## config.mk

```make
export PLATFORM = sky130hd
export DESIGN_NAME = bp_me_lce_req_arbiter
export DESIGN_NICKNAME = d
export VERILOG_FILES = /design/src/rtl/bp_me_lce_req_arbiter_pkg.sv /design/src/rtl/bp_me_lce_req_fifo.sv /design/src/rtl/bp_me_lce_req_arbiter.sv
export SDC_FILE = /design/constraint.sdc
export NUM_CORES = 1
export LEC_CHECK = 0
export BUFFER_PORTS_ARGS = -buffer_cell sky130_fd_sc_hd__buf_2
export CAP_MARGIN = 20
export CORE_UTILIZATION = 48
export CTS_CLUSTER_DIAMETER = 80
export CTS_CLUSTER_SIZE = 40
export DETAILED_ROUTE_END_ITERATION = 7
export GPL_TIMING_DRIVEN = 1
export PLACE_DENSITY = 0.7
export REMOVE_ABC_BUFFERS = 1
export SLEW_MARGIN = 0
export SYNTH_ARGS = -nofsm -noshare
export SYNTH_HDL_FRONTEND = slang
export SYNTH_SLANG_ARGS = --single-unit
```

## constraint.sdc

```tcl
create_clock -name clk_i -period 3.4 [get_ports clk_i]
set_clock_uncertainty 0.1 [all_clocks]
set_input_delay 0.51 -clock clk_i [delete_from_list [all_inputs] [get_ports clk_i]]
set_output_delay 0.51 -clock clk_i [all_outputs]
set_load 0.01 [all_outputs]
```

## src/rtl/bp_me_lce_req_arbiter_pkg.sv

```systemverilog
// Shared constants and helpers for the LCE-to-CCE request arbiter.
package bp_me_lce_req_arbiter_pkg;

    // Default packed bp_lce_cce_req_s width when no configuration is supplied.
    localparam int lce_cce_req_width_gp = 64;
    localparam int grant_count_width_gp = 32;

    function automatic int safe_clog2(input int n);
        return (n <= 1) ? 1 : $clog2(n);
    endfunction

    // Wraps an index that is known to be below 2*n back into 0..n-1.
    function automatic int rr_wrap(input int idx, input int n);
        return (idx >= n) ? (idx - n) : idx;
    endfunction

endpackage

```

## src/rtl/bp_me_lce_req_fifo.sv

```systemverilog
// Per-LCE request buffer: circular buffer with ready/valid input and valid/yumi output.
module bp_me_lce_req_fifo
    import bp_me_lce_req_arbiter_pkg::*;
#(
    parameter int width_p = 8,
    parameter int els_p   = 2
)(
    input  logic               clk_i,
    input  logic               reset_n_i,
    input  logic [width_p-1:0] data_i,
    input  logic               v_i,
    output logic               ready_o,
    output logic [width_p-1:0] data_o,
    output logic               v_o,
    input  logic               yumi_i
);
    localparam int addr_width_lp = $clog2(els_p);
    localparam int ptr_width_lp  = addr_width_lp + 1;

    logic [ptr_width_lp-1:0] wptr_q, wptr_d, rptr_q, rptr_d;
    logic [width_p-1:0]      mem_q [els_p];
    logic                    ready_q, ready_d;
    logic                    enq_s, deq_s, empty_s, full_next_s;

    assign empty_s = (wptr_q == rptr_q);
    assign enq_s   = v_i & ready_q;
    assign deq_s   = yumi_i & ~empty_s;

    // Pointer advance; ready is precomputed from the next pointers so it never depends on this cycle's inputs.
    always_comb begin
        wptr_d      = wptr_q;
        rptr_d      = rptr_q;
        if (enq_s) begin
            wptr_d = wptr_q + ptr_width_lp'(1);
        end else begin
            wptr_d = wptr_q;
        end
        if (deq_s) begin
            rptr_d = rptr_q + ptr_width_lp'(1);
        end else begin
            rptr_d = rptr_q;
        end
        full_next_s = (wptr_d[ptr_width_lp-1] != rptr_d[ptr_width_lp-1])
                   && (wptr_d[addr_width_lp-1:0] == rptr_d[addr_width_lp-1:0]);
        ready_d     = ~full_next_s;
    end

    // Pointer and ready registers; ready stays low while reset is asserted.
    always_ff @(posedge clk_i or negedge reset_n_i) begin
        if (!reset_n_i) begin
            wptr_q  <= '0;
            rptr_q  <= '0;
            ready_q <= 1'b0;
        end else begin
            wptr_q  <= wptr_d;
            rptr_q  <= rptr_d;
            ready_q <= ready_d;
        end
    end

    // Storage array, written only on an accepted enqueue.
    always_ff @(posedge clk_i) begin
        if (enq_s) begin
            mem_q[wptr_q[addr_width_lp-1:0]] <= data_i;
        end
    end

    assign ready_o = ready_q;
    assign v_o     = ~empty_s;
    assign data_o  = mem_q[rptr_q[addr_width_lp-1:0]];

endmodule

```

## src/rtl/bp_me_lce_req_arbiter.sv

```systemverilog
// Buffers each LCE request channel and round-robin arbitrates them onto one CCE request port.
module bp_me_lce_req_arbiter
    import bp_me_lce_req_arbiter_pkg::*;
#(
    parameter int  num_lce_p       = 2,
    parameter int  req_width_p     = lce_cce_req_width_gp,
    parameter int  fifo_els_p      = 2,
    localparam int lce_id_width_lp = safe_clog2(num_lce_p)
)(
    input  logic                             clk_i,
    input  logic                             reset_n_i,
    input  logic [num_lce_p*req_width_p-1:0] lce_req_i,
    input  logic [num_lce_p-1:0]             lce_req_v_i,
    output logic [num_lce_p-1:0]             lce_req_ready_o,
    output logic [req_width_p-1:0]           cce_req_o,
    output logic [lce_id_width_lp-1:0]       cce_req_lce_id_o,
    output logic                             cce_req_v_o,
    input  logic                             cce_req_yumi_i,
    output logic [31:0]                      grant_count_o
);

    logic [num_lce_p-1:0]       fifo_v_s, fifo_yumi_s;
    logic [req_width_p-1:0]     fifo_data_s [num_lce_p];

    logic [req_width_p-1:0]     req_q, req_d;
    logic [lce_id_width_lp-1:0] id_q, id_d, ptr_q, ptr_d;
    logic                       v_q, v_d;
    logic [31:0]                grant_q, grant_d;

    logic                       load_en_s, found_s;
    logic [2*num_lce_p-1:0]     rot_s;
    int                         start_s, win_int_s;
    logic [lce_id_width_lp-1:0] win_s;
    logic [req_width_p-1:0]     head_s;

    for (genvar i = 0; i < num_lce_p; i++) begin : g_fifo
        bp_me_lce_req_fifo #(
            .width_p (req_width_p),
            .els_p   (fifo_els_p)
        ) fifo_inst (
            .clk_i     (clk_i),
            .reset_n_i (reset_n_i),
            .data_i    (lce_req_i[i*req_width_p +: req_width_p]),
            .v_i       (lce_req_v_i[i]),
            .ready_o   (lce_req_ready_o[i]),
            .data_o    (fifo_data_s[i]),
            .v_o       (fifo_v_s[i]),
            .yumi_i    (fifo_yumi_s[i])
        );
    end

    // A yumi with nothing valid collapses into an ordinary idle load, so it is harmless.
    assign load_en_s = ~v_q | cce_req_yumi_i;

    // Rotate so the LCE after the last grant lands at bit 0, pick the lowest set bit, rotate back.
    always_comb begin
        start_s   = rr_wrap(int'(ptr_q) + 1, num_lce_p);
        rot_s     = {fifo_v_s, fifo_v_s} >> start_s;
        found_s   = 1'b0;
        win_int_s = 0;
        for (int k = num_lce_p - 1; k >= 0; k--) begin
            if (rot_s[k]) begin
                found_s   = 1'b1;
                win_int_s = rr_wrap(start_s + k, num_lce_p);
            end else begin
                found_s   = found_s;
                win_int_s = win_int_s;
            end
        end
        win_s = lce_id_width_lp'(win_int_s);
    end

    // Head-of-queue mux for the winning LCE.
    always_comb begin
        head_s = '0;
        for (int i = 0; i < num_lce_p; i++) begin
            if (win_int_s == i) begin
                head_s = fifo_data_s[i];
            end else begin
                head_s = head_s;
            end
        end
    end

    // Output stage next state: reload on load_en, otherwise hold everything including FIFO heads.
    always_comb begin
        req_d       = req_q;
        id_d        = id_q;
        v_d         = v_q;
        ptr_d       = ptr_q;
        grant_d     = grant_q;
        fifo_yumi_s = '0;
        if (load_en_s) begin
            if (found_s) begin
                req_d   = head_s;
                id_d    = win_s;
                v_d     = 1'b1;
                ptr_d   = win_s;
                grant_d = grant_q + 32'd1;
                for (int i = 0; i < num_lce_p; i++) begin
                    fifo_yumi_s[i] = (win_int_s == i);
                end
            end else begin
                v_d = 1'b0;
            end
        end else begin
            v_d = v_q;
        end
    end

    // Output register; the pointer resets to the last LCE so LCE0 wins first.
    always_ff @(posedge clk_i or negedge reset_n_i) begin
        if (!reset_n_i) begin
            req_q   <= '0;
            id_q    <= '0;
            v_q     <= 1'b0;
            ptr_q   <= lce_id_width_lp'(num_lce_p - 1);
            grant_q <= '0;
        end else begin
            req_q   <= req_d;
            id_q    <= id_d;
            v_q     <= v_d;
            ptr_q   <= ptr_d;
            grant_q <= grant_d;
        end
    end

    assign cce_req_o        = req_q;
    assign cce_req_lce_id_o = id_q;
    assign cce_req_v_o      = v_q;
    assign grant_count_o    = grant_q;

endmodule

```

After elaboration in Yosys (flattened, before gate mapping)
Memories as Yosys holds them, arrays and structs flattened.
Cells that the tools add are included.
{"block": "word_totals", "ram_bits": 256, "register_bits": 109, "romBits": 0, "elab_cells": 68, "out_inout_bits": 100, "n_memories": 2, "latchBits": 0}
{"name": "g_fifo[0].fifo_inst.mem_q", "words": 2, "word_bits": 64, "read_ports": 1, "rd_ports_with_merged_regs": 0, "write_ports": 1, "line_no": "bp_me_lce_req_fifo.sv:21", "text": "logic [width_p-1:0] mem_q [els_p];"}
{"name": "g_fifo[1].fifo_inst.mem_q", "words": 2, "word_bits": 64, "read_ports": 1, "rd_ports_with_merged_regs": 0, "write_ports": 1, "line_no": "bp_me_lce_req_fifo.sv:21"}
{"block": "classes", "eq_ne": 7, "div_mod_pow": 0, "bitwise": 10, "n_addsub": 10, "n_lt_le_gt_ge": 3, "reduce_logical": 4, "mul": 0, "n_shift": 1, "n_mux": 20}
{"operator": "$mux 32", "n": 5}
{"operator": "$mux 64", "n": 2}
{"operator": "$ge 32x3->1 const B", "n": 2}
{"operator": "$sub 32x3->32 const B", "n": 2}
{"operator": "$add 32x1->32 const B", "n": 1}
{"operator": "$add 32x2->32 const B", "n": 1}
{"operator": "$eq 32x2->1 const B", "n": 1}
{"operator": "$logic_not 32->1", "n": 1}
{"operator": "$shr 4x32->2", "n": 1}
{"operator": "$mux 2", "n": 6}
{"operator": "$add 2x1->2 const B", "n": 4}
{"operator": "$mux 1", "n": 7}
{"operator": "$not 1->1", "n": 5}
{"operator": "$and 1x1->1", "n": 4}
{"operator": "$eq 2x2->1", "n": 2}
{"operator": "$sub 2x2->3 const B", "n": 1}
{"operator": "$add 1x1->2 const B", "n": 1}
{"operator": "$eq 1x1->1", "n": 2}
{"operator": "$ge 2x2->1 const B", "n": 1}
{"operator": "$logic_and 1x1->1", "n": 2}
{"operator": "$ne 1x1->1", "n": 2}
{"operator": "$reduce_and 2->1", "n": 1}
{"operator": "$or 1x1->1", "n": 1}

Depth between registers and ports, before layout
{"block": "depth", "depth_word": 16, "ltp_mapped": 8, "mapped_depth_nobuf": 6}

Cells and area by module
A second synthesis with hierarchy kept.
{"block": "hier_totals", "hier_cells": 817, "area_unflattened_um2": 14189.9}
{"module": "bp_me_lce_req_fifo (g_fifo[0].fifo_inst)", "area_per_inst_um2": 4913.5, "cells_each": 227, "instances": 1}
{"module": "bp_me_lce_req_fifo (g_fifo[1].fifo_inst)", "area_per_inst_um2": 4904.7, "cells_each": 227, "instances": 1}
{"module": "bp_me_lce_req_arbiter", "area_per_inst_um2": 4371.7, "cells_each": 363, "instances": 1}

Worst setup path after synthesis
OpenSTA, ideal clock, no wires.
{"block": "synth_path", "kind": "input to register", "startpoint": "input port lce_req_v_i[0]", "endpoint": "memory g_fifo[0].fifo_inst.mem_q[0][0] (netlist name) (enable)", "t_arrival_ns": 2.203, "t_required_ns": 2.871, "path_buffers": 0, "path_slack_ns": 0.668, "setup_time_ns": 0.429, "path_stages": 2, "cell_sequence": "and2_1 > ha_1"}
{"block": "synth_via", "elab_chain_cells": 3}
{"element": "start: declaration", "line_no": "bp_me_lce_req_arbiter.sv:13", "text": "input logic [num_lce_p-1:0] lce_req_v_i,"}
{"element": "$and 1x1->1", "line_no": "bp_me_lce_req_fifo.sv:26", "text": "assign enq_s = v_i & ready_q;"}
{"element": "$mux 1", "line_no": "bp_me_lce_req_fifo.sv:63", "text": "if (enq_s) begin"}
{"element": "$mux 1 (implied by the code)", "line_no": "bp_me_lce_req_fifo.sv:64", "text": "mem_q[wptr_q[addr_width_lp-1:0]] <= data_i;"}
{"element": "end: declaration", "line_no": "bp_me_lce_req_fifo.sv:21"}
Every way passes these cells.

Worst setup path after layout
{"block": "layout_path", "startpoint": "register g_fifo[1].fifo_inst.rptr_q[0]", "endpoint": "register g_fifo[1].fifo_inst.ready_q"}
{"block": "layout_via", "elab_chain_cells": 13}
{"element": "start: declaration", "line_no": "bp_me_lce_req_fifo.sv:20", "text": "logic [ptr_width_lp-1:0] wptr_q, wptr_d, rptr_q, rptr_d;"}
{"element": "start signal: assignment", "line_no": "bp_me_lce_req_fifo.sv:56", "text": "rptr_q <= rptr_d;"}
{"element": "$eq 2x2->1", "line_no": "bp_me_lce_req_fifo.sv:25", "text": "assign empty_s = (wptr_q == rptr_q);"}
{"element": "$not 1->1", "line_no": "bp_me_lce_req_fifo.sv:27, bp_me_lce_req_fifo.sv:69"}
{"element": "$shr 4x32->2", "line_no": "bp_me_lce_req_arbiter.sv:58", "text": "rot_s = {fifo_v_s, fifo_v_s} >> start_s;"}
{"element": "$mux 32 (2 in a row)", "line_no": "bp_me_lce_req_arbiter.sv:62", "text": "if (rot_s[k]) begin"}
{"element": "$eq 32x2->1", "line_no": "bp_me_lce_req_arbiter.sv:101", "text": "fifo_yumi_s[i] = (win_int_s == i);"}
{"element": "$mux 2", "line_no": "bp_me_lce_req_arbiter.sv:94", "text": "if (found_s) begin"}
{"element": "$mux 2", "line_no": "bp_me_lce_req_arbiter.sv:93", "text": "if (load_en_s) begin"}
{"element": "$and 1x1->1", "line_no": "bp_me_lce_req_fifo.sv:27", "text": "assign deq_s = yumi_i & ~empty_s;"}
{"element": "$mux 2 *", "line_no": "bp_me_lce_req_fifo.sv:38", "text": "if (deq_s) begin"}
{"element": "$ne 1x1->1 or $eq 1x1->1 (tied branches)", "line_no": "bp_me_lce_req_fifo.sv:43, bp_me_lce_req_fifo.sv:44"}
{"element": "$logic_and 1x1->1 *", "line_no": "bp_me_lce_req_fifo.sv:44", "text": "&& (wptr_d[addr_width_lp-1:0] == rptr_d[addr_width_lp-1:0]);"}
{"element": "$not 1->1 *", "line_no": "bp_me_lce_req_fifo.sv:45", "text": "ready_d = ~full_next_s;"}
{"element": "net g_fifo[1].fifo_inst.ready_d", "line_no": "bp_me_lce_req_fifo.sv:22", "text": "logic ready_q, ready_d;"}
{"element": "end signal: assignment", "line_no": "bp_me_lce_req_fifo.sv:57", "text": "ready_q <= ready_d;"}
{"element": "end: declaration", "line_no": "bp_me_lce_req_fifo.sv:22"}
Mark *: on every way through the listed nets, which the timed path passes. The rest lies on a longest branch.
A chain may end at the register's enable or synchronous reset.

==> summary.txt <==
RUN STATUS
--------------------------------------------------------------------------------------------------------
Run status                                                                                  finished clean

CELLS AND AREA
--------------------------------------------------------------------------------------------------------
Final net count                                                                                     1183
Layout cells sized above 1                                                                         27.4%
Share of the core filled with cells in the final layout                                            57.3%
Filler Cell Count                                                                                   2197
Layout overhead on the synthesized area                                                            16.6%
Commonest cells after routing, fill and taps aside                                          sky130_fd_sc_hd__edfxtp_1, sky130_fd_sc_hd__buf_2, sky130_fd_sc_hd__mux2i_1
Most frequent standard cell in the layout excluding fill and tap cells                      sky130_fd_sc_hd__edfxtp_1

GLOBAL ROUTE
--------------------------------------------------------------------------------------------------------
Overall fraction of global-route tracks in use                                                     19.0%
Vias in the first global route                                                                      7572
Grt ovf                                                                                                0
Pin count of the biggest net entering global routing                                                  69
Number of antenna violations at the first check in global routing                                     11
Wire length of the first global-routing pass                                                    42200 um

CRITICAL PATH
--------------------------------------------------------------------------------------------------------
Terminus of the critical flop-to-flop path                                                  g_fifo[1].fifo_inst.ready_o
Sort of element at the start of the critical path                                              flip-flop
Reg-to-reg critical path startpoint                                                         g_fifo[1].fifo_inst.rptr_q[0]
Peak fanout along the critical path                                                                   53
Critical Path AT                                                                                 2.77 ns
Capturing element type of the critical path                                                    flip-flop
Worst Path Class, Setup                                                                     flip-flop to flip-flop
Data required time of the critical path                                                          3.71 ns
Worst reg2reg setup slack                                                                        0.94 ns
Cell depth of the worst flop-to-flop path                                                              4

CLOCK TREE
--------------------------------------------------------------------------------------------------------
Clock insertion delay at the later pin of the skew report                                        0.53 ns
Deepest clock path buffer count                                                                        3
Total CTS buffers                                                                                     15
Clock Tree Root                                                                             sky130_fd_sc_hd__clkbuf_16
H-tree lvl count                                                                                       1
Number of sinks on the clock net                                                                     365
Post-CTS sizing                                                                                        0
Clock tree from TritonCTS                                                                           done
Setup Fix Bufs, Post-CTS                                                                               0
Post-CTS clock slew at the launch and capture registers of the worst setup and hold paths        0.14 ns

PLACEMENT
--------------------------------------------------------------------------------------------------------
Placer congestion estimate                                                                         0.779
Number of I/O port buffers                                                                           232
Detailed placer's ending HPWL                                                                   17800 um

STA
--------------------------------------------------------------------------------------------------------
Achievable frequency                                                                           0.407 GHz
Final-layout worst hold slack                                                                  0.0464 ns
Unrepaired setup endpoints after global routing                                                       no
Final max-slew violation count                                                                         0
Final number of hold-violating endpoints                                                               0
Total setup violations reported at the end of the flow                                                 0
Slew at the pin with the worst max-slew slack                                                   0.962 ns
Fin crit share                                                                                     72.3%
Worst slew margin                                                                                  35.9%
Period minus WS final                                                                            2.46 ns

LOGIC SYNTHESIS
--------------------------------------------------------------------------------------------------------
Syn Std Cell Area                                                                              13800 um2
Post-synthesis mux area share                                                                      9.38%
Sequential share of the synthesized area                                                           75.7%
Dominant combinational cell family by area after synthesis                                  multiplexers
Compound-gate portion of the synthesized area                                                      4.61%
Post-synthesis share of cell area spent on full adders, half adders and majority gates            0.455%
Post-Syn Area per Cell                                                                          16.7 um2
Synthesized flop and latch total                                                                     365
Synthesized-area fraction occupied by and/or/nand/nor cells                                        5.16%
Warnings, synthesis                                                                                    0
Xor/xnor cell area share of the yosys netlist                                                      3.04%
Post-synth cell types                                                                                 35
Cell count after synthesis                                                                           822

RUN
--------------------------------------------------------------------------------------------------------
Max cap viols                                                                                          0

POWER AND IR DROP
--------------------------------------------------------------------------------------------------------
Cell Pwr Density                                                                              836 nW/um2
Leakage Power                                                                                 0.00651 uW
Final total power                                                                               13400 uW
Maximum VDD drop                                                                                  735 uV

MIN PATH
--------------------------------------------------------------------------------------------------------
Tightest Hold Check Type                                                                    input port to flip-flop
Hold path startpoint                                                                        lce_req_i[81]
WHS Path Cells                                                                                         1
Min-Delay Endpoint                                                                          g_fifo[1].fifo_inst.mem_q[0][17]

FLOORPLAN
--------------------------------------------------------------------------------------------------------
Number of I/O pins                                                                                   233
Vert. Die Dim                                                                                     171 um
Cell Rows                                                                                             61
Core ar.                                                                                       28000 um2
Die footprint                                                                                  29300 um2
Effective utilization at floorplan                                                                 49.1%
Width of the die                                                                                  171 um

ROUTE
--------------------------------------------------------------------------------------------------------
Count of nets left with antenna violations after detail routing                                        0
Via count normalized by instance count                                                              5.31
Detailed-route wire length per cell                                                              19.5 um
TritonRoute pass-1 iters                                                                               5
DRC violations left                                                                                    0
Total vias in the final route                                                                       7658
Wire length after detailed routing                                                              28100 um
Number of DRC markers in iteration 0                                                                 499

cells by family (layout without fill, tap and decap cells):
| kind of cell | count (synthesis) | count (layout) |
|---|---|---|
| flops | 365 | 365 |
| simple gates | 151 | 151 |
| mux | 129 | 129 |
| compound gates | 71 | 71 |
| buf+inv | 55 | 287 |
| xor+xnor | 46 | 46 |
| fa+ha+maj | 5 | 5 |
| other cells | 0 | 9 |
worst max path at each step:
stage	start	end	slack, ns	cells past startpoint
floorplan	g_fifo[1].fifo_inst.rptr_q[0]	cce_req_o[0]	-2.33	4
global placement	g_fifo[1].fifo_inst.rptr_q[0]	g_fifo[1].fifo_inst.ready_o	0.89	4
detailed placement	g_fifo[1].fifo_inst.rptr_q[0]	g_fifo[1].fifo_inst.ready_o	0.90	4
CTS	g_fifo[1].fifo_inst.rptr_q[0]	g_fifo[1].fifo_inst.ready_o	0.87	4
global route	g_fifo[1].fifo_inst.rptr_q[0]	g_fifo[1].fifo_inst.ready_o	0.78	4
finish	g_fifo[1].fifo_inst.rptr_q[0]	g_fifo[1].fifo_inst.ready_o	0.94	4
layer usage:
metal,share of wire (%),up-vias,track usage (%),wire [um]
met5,0.18,-,0,50
met2,49,215,31.5,13700
li1,-,3567,-,-
met1,43,3836,25.6,12100
met4,1.4,8,3.77,402
met3,6.9,32,4.72,1940
layout make-up:
type	instances	area, um2	share of cell area [%]
repair buffers	247	1360	8.49
multi-input cells	402	3170	19.8
clock buffers	16	379	2.36
flip-flops and latches	365	10400	65.0
diodes	9	22.5	0.140
clock inverters	10	154	0.960
well taps	378	473	2.95
inverters	14	52.6	0.328
metrics by stage:
step	setup TNS [ns]	cells	worst slack, ns	area (um2)
final	0	1441	0.941	16000
after global routing	0	1433	0.778	16000
after CTS	0	1431	0.870	16000
after detailed placement	0	1404	0.902	15400
after global placement	0	1404	0.885	15400
after floorplan	-204.27	781	-2.33	13600
sequential cells by signal, indices dropped and copies added (netlist names):
signal                    cells
cce_req_lce_id_o              1
cce_req_o                    64
cce_req_v_o                   1
g_fifo.fifo_inst.mem_q      256
g_fifo.fifo_inst.ready_o      2
g_fifo.fifo_inst.rptr_q       4
g_fifo.fifo_inst.wptr_q       4
grant_count_o                32
ptr_q                         1
cells in the mapped netlist:
cell / n / area, um2
sky130_fd_sc_hd__edfxtp_1: 256 / 7690
sky130_fd_sc_hd__mux2i_1: 129 / 1290
sky130_fd_sc_hd__dfrtp_1: 108 / 2700
sky130_fd_sc_hd__nand2_1: 86 / 323
sky130_fd_sc_hd__o221ai_1: 64 / 561
sky130_fd_sc_hd__xnor2_1: 25 / 219
sky130_fd_sc_hd__clkbuf_1: 22 / 82.6
sky130_fd_sc_hd__xor2_1: 19 / 166
sky130_fd_sc_hd__nand3_1: 17 / 85.1
sky130_fd_sc_hd__nor2_1: 15 / 56.3
sky130_fd_sc_hd__inv_1: 14 / 52.6
sky130_fd_sc_hd__buf_2: 12 / 60.1
sky130_fd_sc_hd__nor3_1: 8 / 40.0
sky130_fd_sc_hd__nand4_1: 7 / 43.8
sky130_fd_sc_hd__buf_1: 5 / 18.8
sky130_fd_sc_hd__ha_1: 5 / 62.6
sky130_fd_sc_hd__nor3_2: 4 / 40.0
sky130_fd_sc_hd__nor4_1: 3 / 18.8
sky130_fd_sc_hd__and2_1: 2 / 12.5
sky130_fd_sc_hd__and3_1: 2 / 12.5
sky130_fd_sc_hd__buf_4: 2 / 15.0
sky130_fd_sc_hd__nor4_4: 2 / 42.5
sky130_fd_sc_hd__or3_1: 2 / 12.5
sky130_fd_sc_hd__xor2_2: 2 / 32.5
sky130_fd_sc_hd__a21o_1: 1 / 7.51
sky130_fd_sc_hd__a21oi_1: 1 / 5.00
sky130_fd_sc_hd__dfstp_2: 1 / 26.3
sky130_fd_sc_hd__nand2b_1: 1 / 6.26
sky130_fd_sc_hd__o211ai_1: 1 / 7.51
sky130_fd_sc_hd__o21ai_0: 1 / 5.00
sky130_fd_sc_hd__o311a_1: 1 / 10.0
sky130_fd_sc_hd__o41a_1: 1 / 11.3
sky130_fd_sc_hd__o41ai_4: 1 / 27.5
sky130_fd_sc_hd__or2_2: 1 / 6.26
sky130_fd_sc_hd__or4b_1: 1 / 10.0
power breakdown:
part           switching [uW]  leakage, uW  total, uW  internal, uW
clock network            1420     0.000249       2390           970
logic                    2660      0.00256       4410          1750
registers                 562      0.00371       6620          6050
worst max-delay path, cell delays in order, from the launching register on:
cell and delay [ns]:
sky130_fd_sc_hd__dfrtp_4 0.62, sky130_fd_sc_hd__buf_4 0.77, sky130_fd_sc_hd__inv_1 0.20, sky130_fd_sc_hd__or4b_1 0.54, sky130_fd_sc_hd__o311a_1 0.12
what timing repair did:
action | 4_1_cts | 5_1_grt
hold buffers | 1 | 0
setup endpoints to repair | 0 | 0
endpoints found under the hold margin | 38 | 0
Note: power is estimated with default switching activity, not from simulation.
